### src/rtl/ap_parameters.sv
// Shared widths, sizes and FSM encoding for the FFT magnitude path.
// MAG_HALF_SPECTRUM_EN moves the frame's last emitted bin to FFT_SIZE/2.
package ap_parameters;

  localparam int FFT_DATA_WIDTH = 16;
  localparam int MEL_DATA_WIDTH = 32;
  localparam int MAG_FFT_SIZE   = 512;
  localparam int MAG_ROOT_W     = 16;

  typedef enum logic [1:0] {
    IDLE,
    SQUARE,
    ROOT,
    OUT
  } mag_state_t;

  function automatic int last_bin(input int fft_size);
`ifdef MAG_HALF_SPECTRUM_EN
    return fft_size / 2;
`else
    return fft_size - 1;
`endif
  endfunction

endpackage

### src/rtl/magnitude_ctrl_if.sv
// Two valid/ready streams: FFT bins in, magnitudes out.
interface magnitude_ctrl_if
  import ap_parameters::*;
#(
  parameter int FFT_SIZE = MAG_FFT_SIZE
);
  localparam int BIN_W = $clog2(FFT_SIZE);

  logic                             fft_valid;
  logic                             fft_ready;
  logic signed [FFT_DATA_WIDTH-1:0] fft_real;
  logic signed [FFT_DATA_WIDTH-1:0] fft_imag;
  logic                             mag_valid;
  logic                             mag_ready;
  logic [MEL_DATA_WIDTH-1:0]        mag_data;
  logic [BIN_W-1:0]                 mag_bin;
  logic                             mag_last;

  modport master (
    output fft_valid, fft_real, fft_imag, mag_ready,
    input  fft_ready, mag_valid, mag_data, mag_bin, mag_last
  );

  modport slave (
    input  fft_valid, fft_real, fft_imag, mag_ready,
    output fft_ready, mag_valid, mag_data, mag_bin, mag_last
  );

endinterface

### src/rtl/isqrt_serial.sv
// Restoring integer square root, one root bit per cycle, MSB first.
module isqrt_serial #(
  parameter int ROOT_W = 16
) (
  input  logic                clk,
  input  logic                rst_n,
  input  logic                start,
  input  logic [2*ROOT_W-1:0] radicand,
  output logic [ROOT_W-1:0]   root,
  output logic                done
);
  localparam int CNT_W = $clog2(ROOT_W);

  logic [2*ROOT_W-1:0] x;
  logic [ROOT_W+1:0]   rem;
  logic [ROOT_W+1:0]   rem_sh;
  logic [ROOT_W+1:0]   trial;
  logic [ROOT_W+1:0]   diff;
  logic                fits;
  logic [CNT_W-1:0]    cnt;
  logic                running;

  // Before the final step the partial remainder is below 2^ROOT_W, so the
  // two-bit shift never loses significant bits.
  always_comb begin
    rem_sh = (rem << 2) | {{ROOT_W{1'b0}}, x[2*ROOT_W-1 -: 2]};
    trial  = {root, 2'b01};
    fits   = (rem_sh >= trial);
    diff   = rem_sh - trial;
  end

  // NOTE: sequential state uses non-blocking assignments so every register
  // samples the pre-edge values, independent of statement order.
  always_ff @(posedge clk or negedge rst_n) begin
    if (!rst_n) begin
      x       <= '0;
      rem     <= '0;
      root    <= '0;
      cnt     <= '0;
      running <= 1'b0;
      done    <= 1'b0;
    end else begin
      done <= 1'b0;
      if (start) begin
        x       <= radicand;
        rem     <= '0;
        root    <= '0;
        cnt     <= '0;
        running <= 1'b1;
      end else if (running) begin
        x    <= x << 2;
        rem  <= fits ? diff : rem_sh;
        root <= {root[ROOT_W-2:0], fits};
        cnt  <= cnt + CNT_W'(1);
        if (cnt == CNT_W'(ROOT_W - 1)) begin
          running <= 1'b0;
          done    <= 1'b1;
        end
      end
    end
  end

endmodule

### src/rtl/magnitude_ctrl.sv
// Sequences FFT bins through square/sum and a serial isqrt, one bin in flight.
// MAG_HALF_SPECTRUM_EN drops bins above FFT_SIZE/2 in a single IDLE cycle.
module magnitude_ctrl
  import ap_parameters::*;
#(
  parameter int FFT_SIZE = MAG_FFT_SIZE,
  parameter int ROOT_W   = MAG_ROOT_W
) (
  input  logic             clk,
  input  logic             rst_n,
  magnitude_ctrl_if.slave  bus,
  output logic             busy
);
  localparam int BIN_W = $clog2(FFT_SIZE);
  localparam logic [BIN_W-1:0] LAST_BIN = BIN_W'(last_bin(FFT_SIZE));

  mag_state_t                       state;
  logic signed [FFT_DATA_WIDTH-1:0] re_q;
  logic signed [FFT_DATA_WIDTH-1:0] im_q;
  logic [BIN_W-1:0]                 bin_cnt;
  logic [BIN_W-1:0]                 bin_q;
  logic signed [2*FFT_DATA_WIDTH-1:0] re_sq;
  logic signed [2*FFT_DATA_WIDTH-1:0] im_sq;
  logic [2*FFT_DATA_WIDTH-1:0]      sum;
  logic [ROOT_W-1:0]                root;
  logic                             root_done;
  logic                             accept;
  logic                             drop;

  assign accept = bus.fft_valid && bus.fft_ready;

`ifdef MAG_HALF_SPECTRUM_EN
  assign drop = (bin_cnt > BIN_W'(FFT_SIZE / 2));
`else
  assign drop = 1'b0;
`endif

  // Each square is at most 2^30; the sum peaks at 2^31, read as unsigned.
  always_comb begin
    re_sq = (2*FFT_DATA_WIDTH)'(re_q) * (2*FFT_DATA_WIDTH)'(re_q);
    im_sq = (2*FFT_DATA_WIDTH)'(im_q) * (2*FFT_DATA_WIDTH)'(im_q);
    sum   = unsigned'(re_sq) + unsigned'(im_sq);
  end

  isqrt_serial #(.ROOT_W(ROOT_W)) u_isqrt (
    .clk      (clk),
    .rst_n    (rst_n),
    .start    (state == SQUARE),
    .radicand (sum),
    .root     (root),
    .done     (root_done)
  );

  // NOTE: the latched operands are reset too, so an aborted bin leaves no
  // stale data behind and the outputs read as zero straight out of reset.
  always_ff @(posedge clk or negedge rst_n) begin
    if (!rst_n) begin
      state         <= IDLE;
      re_q          <= '0;
      im_q          <= '0;
      bin_cnt       <= '0;
      bin_q         <= '0;
      busy          <= 1'b0;
      bus.fft_ready <= 1'b1;
      bus.mag_valid <= 1'b0;
      bus.mag_data  <= '0;
      bus.mag_bin   <= '0;
      bus.mag_last  <= 1'b0;
    end else begin
      unique case (state)
        IDLE: begin
          if (accept) begin
            re_q  <= bus.fft_real;
            im_q  <= bus.fft_imag;
            bin_q <= bin_cnt;
            if (drop) begin
              bin_cnt <= bin_cnt + BIN_W'(1);
            end else begin
              state         <= SQUARE;
              busy          <= 1'b1;
              bus.fft_ready <= 1'b0;
            end
          end
        end
        SQUARE: state <= ROOT;
        ROOT: begin
          if (root_done) begin
            state         <= OUT;
            bus.mag_valid <= 1'b1;
            bus.mag_data  <= MEL_DATA_WIDTH'(root);
            bus.mag_bin   <= bin_q;
            bus.mag_last  <= (bin_q == LAST_BIN);
          end
        end
        OUT: begin
          if (bus.mag_ready) begin
            state         <= IDLE;
            busy          <= 1'b0;
            bus.fft_ready <= 1'b1;
            bus.mag_valid <= 1'b0;
            bin_cnt       <= bin_cnt + BIN_W'(1);
          end
        end
        default: state <= IDLE;
      endcase
    end
  end

endmodule

### src/flat_wrapper.sv
// flat-port wrapper written by rule: the top's interface ports become plain ports
module magnitude_ctrl_flat import ap_parameters::*;
#(
  parameter int FFT_SIZE = MAG_FFT_SIZE,
  parameter int ROOT_W   = MAG_ROOT_W
)
  (clk, rst_n, busy, bus_fft_valid, bus_fft_real, bus_fft_imag, bus_mag_ready, bus_fft_ready, bus_mag_valid, bus_mag_data, bus_mag_bin, bus_mag_last);
  magnitude_ctrl_if #(.FFT_SIZE(FFT_SIZE)) bus_i ();
  input  logic clk;
  input  logic rst_n;
  output logic busy;
  input wire logic [$bits(bus_i.fft_valid)-1:0] bus_fft_valid;
  input wire logic [$bits(bus_i.fft_real)-1:0] bus_fft_real;
  input wire logic [$bits(bus_i.fft_imag)-1:0] bus_fft_imag;
  input wire logic [$bits(bus_i.mag_ready)-1:0] bus_mag_ready;
  output wire logic [$bits(bus_i.fft_ready)-1:0] bus_fft_ready;
  output wire logic [$bits(bus_i.mag_valid)-1:0] bus_mag_valid;
  output wire logic [$bits(bus_i.mag_data)-1:0] bus_mag_data;
  output wire logic [$bits(bus_i.mag_bin)-1:0] bus_mag_bin;
  output wire logic [$bits(bus_i.mag_last)-1:0] bus_mag_last;
  assign bus_i.fft_valid = bus_fft_valid;
  assign bus_i.fft_real = bus_fft_real;
  assign bus_i.fft_imag = bus_fft_imag;
  assign bus_i.mag_ready = bus_mag_ready;
  assign bus_fft_ready = bus_i.fft_ready;
  assign bus_mag_valid = bus_i.mag_valid;
  assign bus_mag_data = bus_i.mag_data;
  assign bus_mag_bin = bus_i.mag_bin;
  assign bus_mag_last = bus_i.mag_last;
  magnitude_ctrl #(.FFT_SIZE(FFT_SIZE), .ROOT_W(ROOT_W)) u_core (.clk(clk), .rst_n(rst_n), .bus(bus_i), .busy(busy));
endmodule
### config.mk
export PLATFORM = sky130hd
export DESIGN_NAME = magnitude_ctrl_flat
export DESIGN_NICKNAME = d
export VERILOG_FILES = /design/src/rtl/ap_parameters.sv /design/src/rtl/magnitude_ctrl_if.sv /design/src/rtl/isqrt_serial.sv /design/src/rtl/magnitude_ctrl.sv /design/src/flat_wrapper.sv
export SDC_FILE = /design/constraint.sdc
export NUM_CORES = 2
export LEC_CHECK = 0
export BUFFER_PORTS_ARGS = -buffer_cell sky130_fd_sc_hd__buf_2
export CORE_MARGIN = 4
export CORE_UTILIZATION = 35
export CTS_CLUSTER_SIZE = 28
export DETAILED_ROUTE_END_ITERATION = 8
export PLACE_DENSITY = 0.57
export SKIP_CTS_REPAIR_TIMING = 1
export SLEW_MARGIN = 0
export SYNTH_ARGS = -nofsm -noshare
export SYNTH_HDL_FRONTEND = slang
export SYNTH_SLANG_ARGS = --single-unit
### constraint.sdc
create_clock -name clk -period 7.4 [get_ports clk]
set_input_delay 1.11 -clock clk [delete_from_list [all_inputs] [get_ports clk]]
set_output_delay 1.11 -clock clk [all_outputs]
set_load 0.02 [all_outputs]
# After elaboration in Yosys (flattened, before gate mapping)

Cells that the tools add are included.

Multipliers: 2
Reductions and logical operators: 11
Muxes and demuxes: 27
Magnitude comparators: 1
Bitwise logic cells: 1
Equality and inequality tests: 8
$add $sub $neg: 4

Operators with widths:

| kind                  | number |
|---|---|
| $mux W16              | 5 |
| $mul A16 B16 Y32      | 2 |
| $mux W32              | 2 |
| $add A32 B32 Y32      | 1 |
| $ge A18 B18 Y1        | 1 |
| $or A18 B2 Y18        | 1 |
| $sub A16 B16 Y16      | 1 |
| $mux W1               | 11 |
| $add A9 B1 Y9 const B | 1 |
| $eq A9 B9 Y1 const B  | 1 |
| $reduce_and A3 Y1     | 3 |
| $mux W4               | 2 |
| $pmux W2 S4           | 1 |
| $mux W2               | 3 |
| $pmux W1 S2           | 3 |
| $reduce_and A2 Y1     | 3 |
| $reduce_bool A2 Y1    | 3 |
| $add A4 B1 Y4 const B | 1 |
| $eq A2 B2 Y1 const B  | 2 |
| $eq A4 B4 Y1 const B  | 1 |
| $ne A2 B2 Y1 const B  | 2 |
| $eq A2 B1 Y1 const B  | 1 |
| $logic_not A2 Y1      | 1 |
| $ne A2 B1 Y1 const B  | 1 |
| $logic_and A1 B1 Y1   | 1 |

Bits in registers: 151
Word-level logic and storage cells: 71
Output and inout port bits: 45

# Logic depth before layout (Yosys ltp)

Depth in word-level cells: 5
Depth in mapped cells: 27
Mapped depth without buffers: 25

# Hierarchy

From an unflattened synthesis, not the netlist that was laid out.

Cells, all modules: 2,490
Area total of the unflattened synthesis: 24,930.2 µm²

Modules (own cells, without submodules):

| module         | sequential area each (µm²) | cells each | area each (µm²) | instances |
|---|---|---|---|---|
| magnitude_ctrl | 2,028.2                    | 2,062      | 20,846.2        | 1 |
| isqrt_serial   | 1,751.7                    | 428        | 4,083.9         | 1 |

# Worst setup path after synthesis

OpenSTA, ideal clock, no wires.

Kind: register -> register
Start point: reg u_core.im_q[15]
End point: reg u_core.u_isqrt.x[30]
Slack: -0.416 ns
Arrival: 7.696 ns
Cell stages (with the launch flop): 26
Cells stage by stage: dfrtp_1 -> clkbuf_1 -> inv_1 -> clkbuf_1 -> nor2_1 -> fa_1 -> fa_1 -> inv_1 -> fa_1 -> inv_1 -> fa_1 -> fa_1 -> fa_1 -> fa_1 -> inv_1 -> fa_1 -> inv_1 -> ha_1 -> o21a_1 -> o211ai_1 -> o211ai_1 -> a31oi_1 -> nor3_1 -> a2111oi_0 -> mux2i_1 -> nor2_1

Cells in the longest elaborated chain, start to end: 3

Ends and longest elaborated chain:

| what                     | line                 | RTL |
|---|---|---|
| start: declaration       | magnitude_ctrl.sv:19 | `logic signed [FFT_DATA_WIDTH-1:0] im_q;` |
| start signal: assignment | magnitude_ctrl.sv:74 | `im_q <= bus.fft_imag;` |
| $mul A16 B16 Y32         | magnitude_ctrl.sv:41 | `im_sq = (2*FFT_DATA_WIDTH)'(im_q) * (2*FFT_DATA_WIDTH)'(im_q);` |
| $add A32 B32 Y32         | magnitude_ctrl.sv:42 | `sum = unsigned'(re_sq) + unsigned'(im_sq);` |
| $mux W32                 | isqrt_serial.sv:44   | `if (start) begin` |
| end signal: assignment   | isqrt_serial.sv:45   | `x <= radicand;` |
| end signal: assignment   | isqrt_serial.sv:51   | `x <= x << 2;` |
| end: declaration         | isqrt_serial.sv:14   | `logic [2*ROOT_W-1:0] x;` |

Every way passes these cells.
A chain may end at the register's enable or synchronous reset.

# Final worst setup path

Start point: reg u_core.re_q[4]
End point: reg u_core.u_isqrt.x[29]

Cells in the longest elaborated chain, start to end: 3

Ends and longest elaborated chain:

| what                     | line                 | RTL |
|---|---|---|
| start: declaration       | magnitude_ctrl.sv:18 | `logic signed [FFT_DATA_WIDTH-1:0] re_q;` |
| start signal: assignment | magnitude_ctrl.sv:73 | `re_q <= bus.fft_real;` |
| $mul A16 B16 Y32         | magnitude_ctrl.sv:40 | `re_sq = (2*FFT_DATA_WIDTH)'(re_q) * (2*FFT_DATA_WIDTH)'(re_q);` |
| $add A32 B32 Y32         | magnitude_ctrl.sv:42 |  |
| $mux W32                 | isqrt_serial.sv:44   |  |

Every way passes these cells.

==> impl_results.md <==
- Clock-pin slew of the registers on the worst-case setup and hold paths: 0.08 ns
- Slew Limit Headroom: 27.52%
- Share of cells above drive strength 1: 14.10%
- Largest net degree at the start of global routing: 85
- Setup crit end: u_core.u_isqrt.x[29]
- F_max: 137.7 MHz
- Kind of capture point of the worst setup path: flip-flop
- Starting Density: 35.50%
- Layout Nets: 3303
- Detailed placement HPWL: 47.24 mm
- Average vias per placed instance: 4.582
- LEAKAGE: 14.53 nW
- Fraction of power spent switching nets: 25.01%
- Clock tree from TritonCTS: yes
- Clock latency reported for the late side of the worst-skew pair: 0.48 ns
- Root Driver: clkbuf_16
- Initial antenna violation count: 3
- Synth top area cells: fa_1 (42%), dfrtp_1 (15%), inv_1 (9.9%), ha_1 (8.7%), nand2_1 (3.1%)
- Routing usage on met1: 19.90%
- Average cell area after synthesis: 10.05 µm²
- Synthesized cell area: 24520 µm²
- Top cell type's share of synthesized area: 42.46%
- Core Footprint: 69070 µm²
- Fin crit period: 7.265 ns
- Flip-flop and latch count after synthesis: 151
- Worst flop-to-flop path endpoint: u_core.u_isqrt.x[29]
- Power density of the placed cells: 61.85 nW/µm²
- Final setup skew: 0.01687 ns
- Final setup violating endpoints: 0
- Die extent in y: 272.7 µm
- Total grt overflow: 0
- # rows: 96
- Final ANT Viol Nets: 0
- Critical path launch point type: flip-flop
- Routability cong.: 0.8969
- Number of failing hold endpoints at the final stage: 0
- Post-route setup slack: 0.1353 ns
- Crit Path Category: flip-flop to flip-flop
- Die outline area: 74350 µm²
- Least-Margin Pin Slew: 1.084 ns
- Number of buffers created by CTS: 17
- H-tree level count: 4
- Number of global-route vias before repair: 18526
- Timing startpoint of the critical path: u_core.re_q[4]
- Area overhead of the layout relative to synthesis: 12.12%
- Total wire length after detailed routing: 56.28 mm
- Post-synthesis async set-or-reset flop share: 100.0%
- Maximum VDD drop: 149.7 µV
- R2R cell count: 24
- Largest area contributor in the synthesized netlist: fa_1
- IO Port Bufs: 64
- GR Util met2: 28.37%
- Warnings from Yosys: 0
- Number of violations reported at the end of detailed-routing iteration 0: 731
- Result of the run: completed
- Synthesized netlist cell count: 2439
- Relative contribution of the clock network to total power: 49.3%
- Worst path required time: 7.72 ns
- Largest buffer count on any clock path: 2
- Design Power: 0.001701 W
- Number of enable-type register cells in the synthesized netlist: 0
- Portion of total power attributed to sequential cells: 48.5%
- Sequential-to-total area share from yosys stat: 15.42%
- Number of max-cap violations: 0
- GRT Total Usage: 15.96%
- Setup WS pre-CTS: -0.2396 ns
- Net switching power: 0.0004253 W
- Horizontal die dimension: 272.7 µm
- Highest fanout seen on the critical path: 5
- Final period util: 98.17%
- Worst reg2reg path startpoint: u_core.re_q[4]
- Fraction of power consumed by combinational cells: 2.1%
- Unrepaired setup endpoints after global routing: yes
- Global-route wire length before repair: 94.45 mm
- Worst min path class: flip-flop to flip-flop
- IO Pins: 81
- Layout filler cell count: 6736
- Cell internal pwr: 0.001275 W
- Final Slew Violations: 0
- Slack of the worst reg-to-reg path: 0.14 ns
- Met3 track demand over resource in global routing: 1.844%
- Number of clock sinks: 151
- Total number of vias: 16132
- Drc violations: 0
- Avg WL per Cell: 15.98 µm
- Distinct cell type count of the synthesized netlist: 64
- Dominant synthesized flop cell: dfrtp_1
- Critical path data arrival time: 7.58 ns
- Grt peak-use layer: met2
- Iteration count of the initial detailed-routing pass: 5
## layout by cell type (no fill, tap or decap), drive strengths merged, types with 8 or more instances in the layout
| cell | n |
|---|---|
| a211oi | 23 |
| a21o | 11 |
| a21oi | 35 |
| and2 | 102 |
| buf | 194 |
| clkbuf | 24 |
| conb | 16 |
| dfrtp | 150 |
| fa | 520 |
| ha | 171 |
| inv | 651 |
| mux2 | 55 |
| mux2i | 52 |
| nand2 | 204 |
| nand3 | 17 |
| nand4 | 8 |
| nor2 | 83 |
| nor2b | 28 |
| nor3 | 8 |
| o21ai | 64 |
| xnor2 | 52 |
| xor2 | 24 |
## critical path, stage by stage (launching register included)
cell,delay (ns)
dfrtp_2,0.44
buf_12,0.14
buf_4,0.13
and2_1,0.16
fa_1,0.49
fa_1,0.52
inv_1,0.06
fa_1,0.49
fa_1,0.51
inv_1,0.05
fa_1,0.56
fa_2,0.44
fa_1,0.49
inv_1,0.05
fa_1,0.52
inv_1,0.08
ha_4,0.24
and2_4,0.16
a221o_1,0.32
a31o_4,0.24
o211ai_1,0.28
a221o_1,0.28
o21bai_1,0.08
a211oi_1,0.26
o31ai_1,0.11
## logic make-up (layout without fill, tap and decap cells)
group,count (synthesis),in the layout,share of synthesized area (%)
adder cells (fa/ha/maj),691,691,51.18
buffers and inverters,741,875,11.62
AO/OA/AOI/OAI,190,190,5.052
multiplexers,107,107,4.649
other,1,18,0.01529
flip-flops,151,151,15.42
AND/OR/NAND/NOR,482,482,9.354
XOR/XNOR,76,76,2.715
## worst min path at each step
stage                                 start                 to  slack (ns)  depth (start not counted)
after floorplan           u_core.bin_cnt[8]  u_core.bin_cnt[8]        0.44                          1
after global placement    u_core.bin_cnt[8]  u_core.bin_cnt[8]        0.46                          1
after detailed placement  u_core.bin_cnt[8]  u_core.bin_cnt[8]        0.46                          1
after CTS                 u_core.bin_cnt[8]  u_core.bin_cnt[8]        0.47                          1
after global routing      u_core.bin_cnt[8]  u_core.bin_cnt[8]        0.49                          1
final                     u_core.bin_cnt[8]  u_core.bin_cnt[8]        0.46                          1
## power by group through the flow
stage,Sequential [W],Combinational [W],Clock [W]
3_3_place_gp,0.000841,0.0000376,0
3_5_place_dp,0.000841,0.0000380,0
6_report,0.000825,0.0000362,0.000839
4_1_cts,0.000825,0.0000381,0.000878
5_1_grt,0.000825,0.0000416,0.000901
2_1_floorplan,0.000841,0.0000138,0
## layout make-up
type	count	area, µm²	share of cell area (%)
multi-input combinational	1562	18100	65.84
timing repair buffer	197	1441	5.243
tap	931	1165	4.237
sequential	151	3812	13.87
inverter	647	2432	8.847
clock buffer	21	450.4	1.638
clock inverter	10	86.33	0.3140
antenna	2	5.005	0.01820
## flip-flops by register name, summed over array words and instances, names as in the netlist
register and flops:
u_core.bus.mag_data 16, u_core.re_q 16, u_core.bus.mag_last 1, u_core.state 2, u_core.bin_q 9, u_core.bus.mag_bin 9, u_core.u_isqrt.root 16, u_core.bus.mag_valid 1
u_core.u_isqrt.x 32, u_core.u_isqrt.running 1, u_core.im_q 16, u_core.busy 1, u_core.u_isqrt.done 1, u_core.u_isqrt.cnt 4, u_core.bus.fft_ready 1, u_core.u_isqrt.rem 16
u_core.bin_cnt 9
## layer usage
metal  up-vias  routed length [µm]
met5         -                  13
met4         2                2115
met3        97                1878
met2       266               28770
met1      8261               23500
li1       7506                   -
## cell usage after synthesis, types with 2 or more instances
cell type / count
a21boi_0: 3
mux2i_1: 52
mux2_2: 55
nand2_1: 204
nand2b_1: 5
o31ai_1: 4
buf_4: 16
o211a_1: 2
a22o_1: 2
o21bai_1: 4
nand3b_1: 2
or3_1: 4
xor2_1: 24
o211ai_1: 3
a21oi_2: 3
a21oi_1: 32
nor2b_1: 28
inv_1: 645
a21o_1: 11
fa_1: 520
a211oi_1: 22
clkbuf_1: 64
nor3_1: 8
ha_1: 171
a221oi_1: 2
and3_1: 7
nand3_1: 17
o21a_1: 7
nor4b_1: 2
o21ai_0: 63
a31oi_1: 5
dfrtp_1: 150
a221o_1: 3
or2_2: 3
and2_1: 102
and4_1: 2
a31o_2: 7
buf_1: 13
nand4_1: 8
a32oi_1: 4
nor2_1: 83
o22ai_1: 4
xnor2_1: 52
## stage by stage
stage	instance area (µm²)	hold slack [ns]	util, %	setup TNS, ns	instances
finish	27490	0.4632	39.81	0	3521
global route	27490	0.4940	39.80	-0.1101	3520
CTS	26920	0.4727	38.98	-0.6970	3477
detailed placement	26390	0.4621	38.20	-0.5252	3446
global placement	26390	0.4583	38.20	-0.06456	3446
floorplan	24580	0.4416	-	0	2454
Power figures use the tool's default switching activity.
